## src/rtl/ram32x3_reader.sv

```systemverilog
// -----------------------------------------------------------------------------
// ram32x3_reader
//
// Scans a 32 x 3-bit synchronous RAM from address 0 up to LAST_ADDR and
// presents each word, together with its address, on a valid/ready output.
// Each word takes three phases. ISSUE drives the address. WAIT covers the RAM
// read latency. HOLD presents the captured word until the consumer accepts it.
// With loop=1 the scan wraps to address 0 after LAST_ADDR and runs until stop.
// A scan that ends without wrapping emits a one-cycle done pulse.
//
// Parameters
//   RD_LATENCY  cycles from rd_addr presented to rd_data valid (1 or 2)
//   LAST_ADDR   final address of a scan (0..31)
//
// Ports
//   clock      single clock, all logic on posedge
//   reset_n    asynchronous active-low reset
//   start      begin a scan (sampled only while idle)
//   loop       wrap to 0 after LAST_ADDR (sampled at the last-address beat)
//   stop       abort the scan and return to idle
//   rd_addr    RAM read address
//   rd_data    RAM read data
//   out_addr   address of the word on out_data
//   out_data   captured RAM word
//   out_valid  out_addr/out_data valid (registered)
//   out_ready  consumer accepts the word when out_valid && out_ready
//   busy       high whenever not idle
//   done       one-cycle pulse when a non-looping scan completes
// -----------------------------------------------------------------------------
module ram32x3_reader #(
    parameter int RD_LATENCY = 1,
    parameter int LAST_ADDR  = 31
) (
    input  logic       clock,
    input  logic       reset_n,
    input  logic       start,
    input  logic       loop,
    input  logic       stop,
    output logic [4:0] rd_addr,
    input  logic [2:0] rd_data,
    output logic [4:0] out_addr,
    output logic [2:0] out_data,
    output logic       out_valid,
    input  logic       out_ready,
    output logic       busy,
    output logic       done
);

    typedef enum logic [2:0] {
        ST_IDLE,
        ST_ISSUE,
        ST_WAIT,
        ST_HOLD,
        ST_FIN
    } state_t;

    localparam logic [4:0] LAST      = 5'(LAST_ADDR);
    localparam logic [1:0] WAIT_LAST = 2'(RD_LATENCY - 1);

    state_t     state_q,     state_d;
    logic [4:0] cnt_q,       cnt_d;
    logic [1:0] wait_q,      wait_d;
    logic [4:0] rd_addr_q,   rd_addr_d;
    logic [4:0] out_addr_q,  out_addr_d;
    logic [2:0] out_data_q,  out_data_d;
    logic       out_valid_q, out_valid_d;
    logic       done_q,      done_d;

    logic       handshake;

    // out_valid is a flop, so the handshake never feeds out_ready back
    // combinationally into out_valid.
    assign handshake = out_valid_q & out_ready;

    always_comb begin
        // NOTE: every signal assigned here gets a default first, so no path
        // leaves it unassigned and no latch is inferred.
        state_d    = state_q;
        cnt_d      = cnt_q;
        wait_d     = wait_q;
        out_addr_d = out_addr_q;
        out_data_d = out_data_q;

        unique case (state_q)
            ST_IDLE: begin
                // start together with stop leaves the block idle.
                if (start && !stop) begin
                    state_d = ST_ISSUE;
                    cnt_d   = '0;
                end
            end
            ST_ISSUE: begin
                state_d = ST_WAIT;
                wait_d  = '0;
            end
            ST_WAIT: begin
                // rd_data belongs to rd_addr in the last WAIT cycle.
                if (wait_q == WAIT_LAST) begin
                    out_data_d = rd_data;
                    out_addr_d = cnt_q;
                    wait_d     = '0;
                    state_d    = ST_HOLD;
                end else begin
                    wait_d = wait_q + 2'd1;
                end
            end
            ST_HOLD: begin
                if (handshake) begin
                    if (cnt_q < LAST) begin
                        cnt_d   = cnt_q + 5'd1;
                        state_d = ST_ISSUE;
                    end else if (loop) begin
                        cnt_d   = '0;
                        state_d = ST_ISSUE;
                    end else begin
                        state_d = ST_FIN;
                    end
                end
            end
            ST_FIN: begin
                state_d = ST_IDLE;
            end
            default: begin
                state_d = ST_IDLE;
            end
        endcase

        // stop beats every other transition. A word that is accepted in the
        // same cycle still counts as delivered, but the scan ends here.
        if (stop && (state_q != ST_IDLE)) begin
            state_d = ST_IDLE;
            wait_d  = '0;
        end

        // The address register loads only on entry to ISSUE. It stays fixed
        // through WAIT and keeps its last value after that.
        rd_addr_d   = (state_d == ST_ISSUE) ? cnt_d : rd_addr_q;
        out_valid_d = (state_d == ST_HOLD);
        done_d      = (state_d == ST_FIN);
    end

    // NOTE: sequential state is updated only with non-blocking assignments,
    // so every flop samples the pre-edge values of the others.
    always_ff @(posedge clock or negedge reset_n) begin
        if (!reset_n) begin
            state_q     <= ST_IDLE;
            cnt_q       <= '0;
            wait_q      <= '0;
            rd_addr_q   <= '0;
            out_addr_q  <= '0;
            out_data_q  <= '0;
            out_valid_q <= 1'b0;
            done_q      <= 1'b0;
        end else begin
            state_q     <= state_d;
            cnt_q       <= cnt_d;
            wait_q      <= wait_d;
            rd_addr_q   <= rd_addr_d;
            out_addr_q  <= out_addr_d;
            out_data_q  <= out_data_d;
            out_valid_q <= out_valid_d;
            done_q      <= done_d;
        end
    end

    assign rd_addr   = rd_addr_q;
    assign out_addr  = out_addr_q;
    assign out_data  = out_data_q;
    assign out_valid = out_valid_q;
    assign done      = done_q;
    assign busy      = (state_q != ST_IDLE);

endmodule

```

## config.mk

```make
export PLATFORM = sky130hd
export DESIGN_NAME = ram32x3_reader
export DESIGN_NICKNAME = d
export VERILOG_FILES = /design/src/rtl/ram32x3_reader.sv
export SDC_FILE = /design/constraint.sdc
export NUM_CORES = 1
export LEC_CHECK = 0
export ABC_CLOCK_PERIOD_IN_PS = 1900
export CAP_MARGIN = 20
export CORE_MARGIN = 1.5
export CORE_UTILIZATION = 45
export CTS_CLUSTER_DIAMETER = 150
export CTS_CLUSTER_SIZE = 40
export DETAILED_ROUTE_END_ITERATION = 8
export MAX_ROUTING_LAYER = met4
export PLACE_DENSITY_LB_ADDON = 0.2
export SYNTH_ARGS = -nofsm -noshare
export SYNTH_HDL_FRONTEND = slang
export SYNTH_SLANG_ARGS = --single-unit
```

## constraint.sdc

```tcl
create_clock -name clock -period 1.9 [get_ports clock]
set_input_delay 0.285 -clock clock [delete_from_list [all_inputs] [get_ports clock]]
set_output_delay 0.285 -clock clock [all_outputs]
set_load 0.02 [all_outputs]
```

Yosys cells after proc, flatten, opt, wreduce, memory -nomap -nowiden
Index checks and enable logic that the tools add are counted.
{"block": "word_totals", "output_inout_bits": 16, "inputBits": 9, "ff_bits": 25, "wordCells": 41}
{"block": "op_classes", "bitwise_logic": 1, "n_reduce_logical": 8, "magnitude_cmp": 1, "mux": 15, "eq_ne": 6, "addsub": 2}
{"op": "$mux W5", "count": 4}
{"op": "$mux W3", "count": 6}
{"op": "$pmux W3 S4", "count": 1}
{"op": "$pmux W5 S2", "count": 1}
{"op": "$eq A3 B2 Y1 const B", "count": 3}
{"op": "$eq A3 B1 Y1 const B", "count": 2}
{"op": "$reduce_bool A3 Y1", "count": 2}
{"op": "$add A5 B1 Y5 const B", "count": 1}
{"op": "$lt A5 B5 Y1 const B", "count": 1}
{"op": "$mux W2", "count": 2}
{"op": "$pmux W2 S2", "count": 1}
{"op": "$eq A3 B3 Y1 const B", "count": 1}
{"op": "$logic_not A3 Y1", "count": 1}
{"op": "$add A2 B1 Y2 const B", "count": 1}
{"op": "$logic_and A1 B1 Y1", "count": 2}
{"op": "$logic_not A2 Y1", "count": 1}
{"op": "$reduce_and A2 Y1", "count": 1}
{"op": "$and A1 B1 Y1", "count": 1}
{"op": "$logic_not A1 Y1", "count": 1}

Longest topological paths before layout
Gate-level depths: netlist (run 1).
{"block": "logic_depth", "word_depth": 6, "mapped_depth": 7, "ltp_nobuf": 7}

Worst setup path before layout (run 1)
No wires, ideal clock.
{"block": "synth_path", "kind": "register to register", "from": "reg state_q[1]", "to": "reg rd_addr_q[0] (netlist: rd_addr[0])", "setup_slack_ps": 93, "arrival_ps": 1679, "path_stages_with_launch": 6, "path_cell_list": "dfrtp_1 or3b_1 a211o_1 a211oi_2 nand2_2 mux2_1"}
{"block": "synth_via", "elab_chain_len": 4, "elab_cells_between_ends": 13}
{"element": "from (decl)", "line": "60", "rtl": "state_t state_q, state_d;"}
{"element": "from (signal assigned)", "line": "155", "rtl": "state_q <= state_d;"}
{"element": "$eq A3 B2 Y1 (tied with other cells)", "line": "84", "rtl": "unique case (state_q)"}
{"element": "$pmux W3 S4 / $logic_and A1 B1 Y1 (equally long branches)", "line": "84, 130"}
{"element": "$mux W3 *", "line": "130", "rtl": "if (stop && (state_q != ST_IDLE)) begin"}
{"element": "named net state_d[0]", "line": "60"}
{"element": "$eq A3 B1 Y1 *", "line": "137", "rtl": "rd_addr_d = (state_d == ST_ISSUE) ? cnt_d : rd_addr_q;"}
{"element": "to (signal assigned)", "line": "158", "rtl": "rd_addr_q <= rd_addr_d;"}
{"element": "to (decl)", "line": "63", "rtl": "logic [4:0] rd_addr_q, rd_addr_d;"}
The timed path passes the listed nets; every way through them passes the cells marked *.
A chain may end at the register's enable or synchronous reset.

Worst setup path after layout (run 1)
{"block": "layout_path", "from": "reg state_q[1]", "to": "reg rd_addr_q[1] (netlist: rd_addr[1])"}
The elaborated chain is that of the path after synthesis.

==> impl_results.md, run 1 <==
* Status: complete, but fails checks
* Violated checks: negative setup slack
* Number of flops mapped to enable cells by yosys at 0
* Via Count at 1,009
* Antenna cells at 0
* Die height at about 55 um
* Worst Hold Class: input port to asynchronous set/reset pin
* Post-route setup TNS at -0.1399 ns
* GRT busiest layer: met2
* Power Total at 0.001497 W
* Max incr delay on CP at 0.41 ns
* Post-synthesis sequential area ratio at 51.87%
* Highest clock rate at just over 500 MHz
* HPWL after detailed placement at 1928 um
* Top_reg_cell synth: dfrtp_1
* FF+latch count, synth at 25
* Reg2reg start: state_q[1]$_DFF_PN0_
* Synth cell count leaders: dfrtp_1, mux2_1, nor2_1, nand2_1
* CP Cell Sequence: or3b_4, a211o_1, a211oi_2, nand2_2, mux2_1
* Switching Fraction at 32.57%
* Detailed Route Iter0 Violations at 21
* Initial antenna violation count at 0
* Drt wl/cell at 14.96 um
* CTS root buf: clkbuf_4
* CP endpoint: rd_addr[1]$_DFFE_PN0N_
* R2r endpoint: rd_addr[1]$_DFFE_PN0N_
* WP data arrival at 2.14 ns
* Setup crit start kind: flop
* TritonCTS clock tree: done
* R2r worst-path depth at 5
* Layout Skew at 0.01665 ns
* Max-slew violation count at 0
* Syn Area/Cell at 11.27 um2
* Vias per inst at 5.514
* Met2 Use GR at 33.53%
* Fin crit share at 102.5%
* Sequential share of power at 42.2%
* Core Area at 2500 um2
* Vias in the first global route at 1,007
* Logic pwr share at 42.3%
* Top cells by area, synth: dfrtp_1, mux2_1, ha_1, mux2i_1, nor2_1
* Syn_nets at 119
* I/O pin total at 25
* Setup WS post-layout at -0.04657 ns
* Syn. warnings at 0
* Pre-CTS setup slack at -0.4342 ns
* FP Rows at 18
* Worst reg2reg setup slack at -0.05 ns
* CTS sink cnt at 25
* Mapped Area at 1206 um2
* Global-route wire length before repair at 4381 um
* Pre-Repair DR Iteration Count at 4
* Starting Density at between 40% and 50%
* Synth top area share at 51.87%
* Worst-margin pin slew at around 0.33 ns
* Num CTS Buffers at 3
* Placed insts at 170
* Clock latency on the worst-skew pair at 0.32 ns
* Final cell count without fillers at approximately 180
* Asr flop ratio synth at 100.0%
* CTS H-Tree Depth at 1
* Most common cell in the netlist: dfrtp_1
* Mapped Cells at between 100 and 150
* Critical path fanouts, max at 5
* CP Capture Type: flop
* Net Sw Power at around 0.00049 W
* Gr usage total at 21.08%
* M1 GR Usage at 26.66%
* RD Place Congestion at 0.8610
* GR Layer Usage met3 at 2.459%
* DRC at 0
* Yosys top cell by area: dfrtp_1
* Port Buf Inserts at 24
* Post-synthesis cell type count at 35
* Crit path from: state_q[1]$_DFF_PN0_
* Largest net degree at the start of global routing at 26
* Layout cells sized above 1 at 24.18%
* Worst-path clk slew at 0.14 ns
* Leakage at around 0.77 nW
* Max-cap viol count at 0
* Final setup vio count at 5
* Final Critical Period at between 1.5 and 2 ns
* Clock power frac at 15.5%
* Fin nets at 166
* Area grow syn2layout at 39.83%
* Crit path required time at ~2.1 ns
* Relative slew slack at 77.85%
* Die width at 54.77 um
* FILL cells at 212
* Unrepaired setup endpoints after global routing: yes
* WL final at 2738 um
* Int Pwr at 0.001009 W
* Hold slack at 0.3100 ns
* Peak supply drop at 0.8070 mV
* Die ar. at approximately 3000 um2
* DRT antenna net count at 0
* Power per cell area at 887.6 nW/um2
* Critical path type: flop to flop
* Clock Path Buffers at 2
* Fin. Hold Viols at 0
* Crit path max-delay cell type: dfrtp_1
* Global route overflow at 0
==> critical path, delay by kind of cell, from the launching register on <==
kind            cells  cell delay [ns]
mux                 1             0.34
compound gates      2             0.54
simple gates        2             0.55
flops               1             0.41
==> final cells by class <==
class	count	area, um2	area share (%)
Clock buffer	4	26.28	1.558
Inverter	5	18.77	1.113
Tap cell	30	37.54	2.226
Timing Repair Buffer	45	410.4	24.33
Multi-Input combinational cell	74	568.0	33.68
Sequential cell	25	625.6	37.09
==> per-stage QoR <==
stage	instance area [um2]	util, %
finish	1687	67.47
global route	1687	67.47
CTS	1627	65.07
detailed placement	1560	62.41
global placement	1560	62.41
floorplan	1206	-
==> sequential cells by signal, summed over array words and instances, names as in the netlist <==
name and flops:
wait_q 2, out_addr 5, done 1, out_valid 1, rd_addr 5, cnt_q 5
state_q 3, out_data 3
==> cell families (layout without fill, tap and decap cells) <==
logic type                 Yosys count  count (layout)  synth area share [%]
and+or+nand+nor                     33              33                 15.25
DFF                                 25              25                 51.87
AOI/OAI and AO/OA                   22              22                 12.45
muxes                               16              16                 14.63
buffers and inverters                8              54                 2.697
adders and majority gates            3               3                 3.112
==> what timing repair did <==
action,CTS,global route
hold endpoints to repair,0,0
setup endpoints to repair,6,7
pin swaps,4,3
gates resized for setup,6,10
hold buffers,0,0
setup buffers,5,5
==> layout by cell type (no fill, tap or decap), drive strengths merged, types with 3 or more instances in the layout <==
master | Yosys | layout
o21ai | 5 | 5
buf | 3 | 21
inv | 5 | 5
ha | 3 | 3
dfrtp | 25 | 25
clkbuf | 0 | 4
a21oi | 5 | 5
o31ai | 3 | 3
nor2 | 7 | 7
mux2i | 3 | 3
nor3 | 4 | 4
nand2 | 7 | 7
clkdlybuf4s50 | 0 | 21
mux2 | 13 | 13
==> routing by layer <==
layer | vias up | share of wire, %
met1 | 493 | 45
met4 | 0 | 0.84
met2 | 33 | 50
met3 | 4 | 4.1
li1 | 479 | -
met5 | - | 0
==> worst min-delay path by stage <==
| stage | start | to | cells after the start |
|---|---|---|---|
| after floorplan | reset_n | cnt_q[0]$_DFF_PN0_ | 0 |
| after global placement | out_data[2]$_DFFE_PN0P_ | out_data[2]$_DFFE_PN0P_ | 1 |
| after detailed placement | out_data[1]$_DFFE_PN0P_ | out_data[1]$_DFFE_PN0P_ | 1 |
| after CTS | reset_n | out_data[1]$_DFFE_PN0P_ | 2 |
| after global routing | reset_n | out_addr[3]$_DFFE_PN0P_ | 2 |
| final | reset_n | out_addr[2]$_DFFE_PN0P_ | 2 |
==> power groups by stage <==
| stage | Clock, W | Combinational, W | Sequential [W] |
|---|---|---|---|
| finish | 0.000233 | 0.000633 | 0.000632 |
| CTS | 0.000236 | 0.000578 | 0.000632 |
| global placement | 0 | 0.000498 | 0.000639 |
| global route | 0.000256 | 0.000683 | 0.000644 |
| detailed placement | 0 | 0.000508 | 0.000642 |
| floorplan | 0 | 0.000250 | 0.000683 |
Power figures use the tool's default switching activity.
==> run 2: changes to the inputs <==
--- a/config.mk
+++ b/config.mk
@@ -14,6 +14,7 @@
 export DETAILED_ROUTE_END_ITERATION = 8
 export MAX_ROUTING_LAYER = met4
 export PLACE_DENSITY_LB_ADDON = 0.2
+export SLEW_MARGIN = 20
 export SYNTH_ARGS = -nofsm -noshare
 export SYNTH_HDL_FRONTEND = slang
 export SYNTH_SLANG_ARGS = --single-unit
==> results of run 2 <==
Final layout, timing and power as in run 1 (identical DEF).
==> run 3: changes to the inputs <==
--- a/config.mk
+++ b/config.mk
@@ -5,6 +5,7 @@
 export SDC_FILE = /design/constraint.sdc
 export NUM_CORES = 1
 export LEC_CHECK = 0
+export ABC_AREA = 1
 export ABC_CLOCK_PERIOD_IN_PS = 1900
 export CAP_MARGIN = 20
 export CORE_MARGIN = 1.5
==> run 3 against run 2 <==
Compared with the run above:
- utilization decreased by 9.3 points
- critical path depth is 2 lower
- design area fell by 6.6%
- combinational power up 30%
- the flow now finishes without violations
- die area up 4.3%
- final cell count grew 20%
- flip-flop and latch count did not move
- total power increased by 17%
- clock skew fell by 0.015 ns
- critical path type is now flop to primary output
- wire length is 6.8% lower
==> impl_results.md, run 3 <==
* Max-cap viol count at 0 (unchanged)
* Vias per inst at 4.977 (was 5.514)
* TritonCTS clock tree: done (unchanged)
* Layout Skew at 0.001518 ns (was 0.01665 ns)
* Top_reg_cell synth: dfrtp_1 (unchanged)
* Initial antenna violation count at 0 (unchanged)
* Mapped Area at 1261 um2 (was 1206 um2)
* Drt wl/cell at 11.66 um (was 14.96 um)
* Most common cell in the netlist: nand2_1 (was dfrtp_1)
* Hold slack at 0.3163 ns (was 0.3100 ns)
* Post-synthesis cell type count at 21 (was 35)
* Most frequent cells in the layout: nand2_1, dfrtp_1, clkdlybuf4s50_1 (was dfrtp_1, clkdlybuf4s50_1, buf_4)
* Largest net degree at the start of global routing at 26 (unchanged)
* Fin nets at 201 (was 166)
* FILL cells at 247 (was 212)
* Yosys top cell by area: dfrtp_1 (unchanged)
* Critical path type: flop to primary output (was flop to flop)
* Global route overflow at 0 (unchanged)
* Clock latency on the worst-skew pair at 0.31 ns (was 0.32 ns)
* Layout cells sized above 1 at 11.70% (was 24.18%)
* Syn. warnings at 0 (unchanged)
* DRT antenna net count at 0 (unchanged)
* Unrepaired setup endpoints after global routing: no (was yes)
* Setup crit start kind: flop (unchanged)
* Via Count at 1,090 (was 1,009)
* Fin crit share at 88.52% (was 102.5%)
* Cts hold-fix bufs at 0 (unchanged)
* Max incr delay on CP at 0.43 ns (was 0.41 ns)
* Die height at 55.94 um (was 54.77 um)
* Worst-path clk slew at 0.13 ns (was 0.14 ns)
* Clock Path Buffers at 2 (unchanged)
* Highest clock rate at 594.6 MHz (was 513.7 MHz)
* Worst path bufs/invs at 1 (was 0)
* Gr usage total at 19.26% (was 21.08%)
* RD Place Congestion at 0.8795 (was 0.8610)
* FF+latch count, synth at 25 (unchanged)
* Number of flops mapped to enable cells by yosys at 0 (unchanged)
* Peak supply drop at 0.8134 mV (was 0.8070 mV)
* HPWL after detailed placement at 1919 um (was 1928 um)
* Core Area at 2710 um2 (was 2500 um2)
* Starting Density at 46.54% (was 48.25%)
* WL final at 2553 um (was 2738 um)
* Area grow syn2layout at 24.90% (was 39.83%)
* Vias in the first global route at 1,076 (was 1,007)
* Crit path max-delay cell type: dfrtp_1 (unchanged)
* FP Rows at 19 (was 18)
* Synth cell count leaders: nand2_1, dfrtp_1, inv_1, nand3_1, nor2_1 (was dfrtp_1, mux2_1, nor2_1, nand2_1)
* Status: complete, no violations (was complete, but fails checks)
* Post-route setup TNS at 0 ns (was -0.1399 ns)
* Leakage at 0.7914 nW (was 0.7694 nW)
* Worst Hold Class: input port to asynchronous set/reset pin (unchanged)
* Syn_nets at 171 (was 119)
* Pre-Repair DR Iteration Count at 4 (unchanged)
* Syn Area/Cell at 7.932 um2 (was 11.27 um2)
* WP data arrival at 1.40 ns (was 2.14 ns)
* Num CTS Buffers at 3 (unchanged)
* Worst-margin pin slew at 0.3459 ns (was 0.3304 ns)
* Top cells by area, synth: dfrtp_1, nand2_1, inv_1, nand3_1, ha_1 (was dfrtp_1, mux2_1, ha_1, mux2i_1, nor2_1)
* Max-slew violation count at 0 (unchanged)
* DRC at 0 (unchanged)
* Die ar. at 3129 um2 (was 3000 um2)
* Critical path fanouts, max at 3 (was 5)
* Final setup vio count at 0 (was 5)
* Post-synthesis sequential area ratio at 49.60% (was 51.87%)
* Detailed Route Iter0 Violations at 24 (was 21)
* Global-route wire length before repair at 4685 um (was 4381 um)
* CTS root buf: clkbuf_4 (unchanged)
* Die width at 55.94 um (was 54.77 um)
* Crit path required time at 1.62 ns (was 2.10 ns)
* Antenna cells at 0 (unchanged)
* Fin. Hold Viols at 0 (unchanged)
* Mapped Cells at 159 (was 107)
* Relative slew slack at 76.92% (was 77.85%)
* Asr flop ratio synth at 100.0% (unchanged)
* Synth top area share at 49.60% (was 51.87%)
* CTS H-Tree Depth at 1 (unchanged)
* Port Buf Inserts at 24 (unchanged)
* Final Critical Period at 1.682 ns (was 1.947 ns)
* CP Cell Sequence: nor2_1, nand2_1, dlygate4sd2_1 (was or3b_4, a211o_1, a211oi_2, nand2_2, mux2_1)
* Commonest non-fill, non-tap cell in the layout: nand2_1 (was dfrtp_1)
* Worst path top cell family by delay: flip-flops (was simple AND/OR/NAND/NOR gates)
* CP Capture Type: primary output (was flop)
* Post-CTS Repair Setup Buffers at 0 (was 5)
* CTS sink cnt at 25 (unchanged)
* Power per cell area at 1110 nW/um2 (was 887.6 nW/um2)
* I/O pin total at 25 (unchanged)
==> run 3: per-stage QoR <==
stage                     cells  worst slack (ns)  instance area, um2  total power (W)  utilization (%)
after detailed placement    215            0.1031                1550         0.001540            57.20
after CTS                   219            0.2042                1575         0.001766            58.13
final                       219            0.2181                1575         0.001748            58.13
after global placement      215            0.1761                1550         0.001526            57.20
after floorplan             159            0.5510                1261         0.001258                -
after global routing        219            0.1181                1575         0.001887            58.13
==> run 3: layout make-up <==
| cell class | count | area, um2 | share of cell area, % |
|---|---|---|---|
| Inverter | 23 | 87.58 | 5.560 |
| Tap cell | 31 | 38.79 | 2.462 |
| Multi-Input combinational cell | 110 | 543.0 | 34.47 |
| Clock buffer | 4 | 26.28 | 1.668 |
| Timing Repair Buffer | 26 | 254.0 | 16.12 |
| Sequential cell | 25 | 625.6 | 39.71 |
==> run 3: final timing paths <==
| path | endpoint | start | slack, ns | cells past startpoint |
|---|---|---|---|---|
| min reg2reg | out_data[2]$_DFFE_PN0P_ | out_data[2]$_DFFE_PN0P_ | 0.49 | 2 |
| min | out_data[1]$_DFFE_PN0P_ | reset_n | 0.32 | 2 |
| max reg2reg | rd_addr[3]$_DFFE_PN0N_ | out_valid$_DFF_PN0_ | 0.45 | 9 |
| max in group asynchronous | state_q[2]$_DFF_PN0_ | reset_n | 1.35 | 2 |
| max | busy | state_q[2]$_DFF_PN0_ | 0.22 | 3 |
| min in group clock | out_data[2]$_DFFE_PN0P_ | out_data[2]$_DFFE_PN0P_ | 0.49 | 2 |
==> run 3: timing repair <==
action,4_1_cts,5_1_grt
hold endpoints to repair,0,0
resized for setup,1,0
endpoints found under the setup margin,1,0
==> run 3: power breakdown <==
group	total, W	switching (W)	internal, W
clock network	0.000229	0.000147	0.0000819
registers	0.000697	0.0000658	0.000631
logic	0.000823	0.000534	0.000289
==> run 3: cells by family (layout without fill, tap and decap cells) <==
| kind of cell | Yosys count | in the layout | share of synthesized area (%) |
|---|---|---|---|
| AND/OR/NAND/NOR | 92 | 92 | 33.73 |
| flip-flops | 25 | 25 | 49.60 |
| buffers and inverters | 24 | 53 | 7.340 |
| AO/OA/AOI/OAI | 15 | 15 | 6.349 |
| adder cells (fa/ha/maj) | 3 | 3 | 2.977 |
==> run 3: layer usage <==
metal	up-vias	routed length, um	track usage (%)
li1	555	-	-
met1	502	1235	25.30
met2	29	1186	30.78
met3	4	108	2.791
met4	0	23	6.803
met5	-	0	-
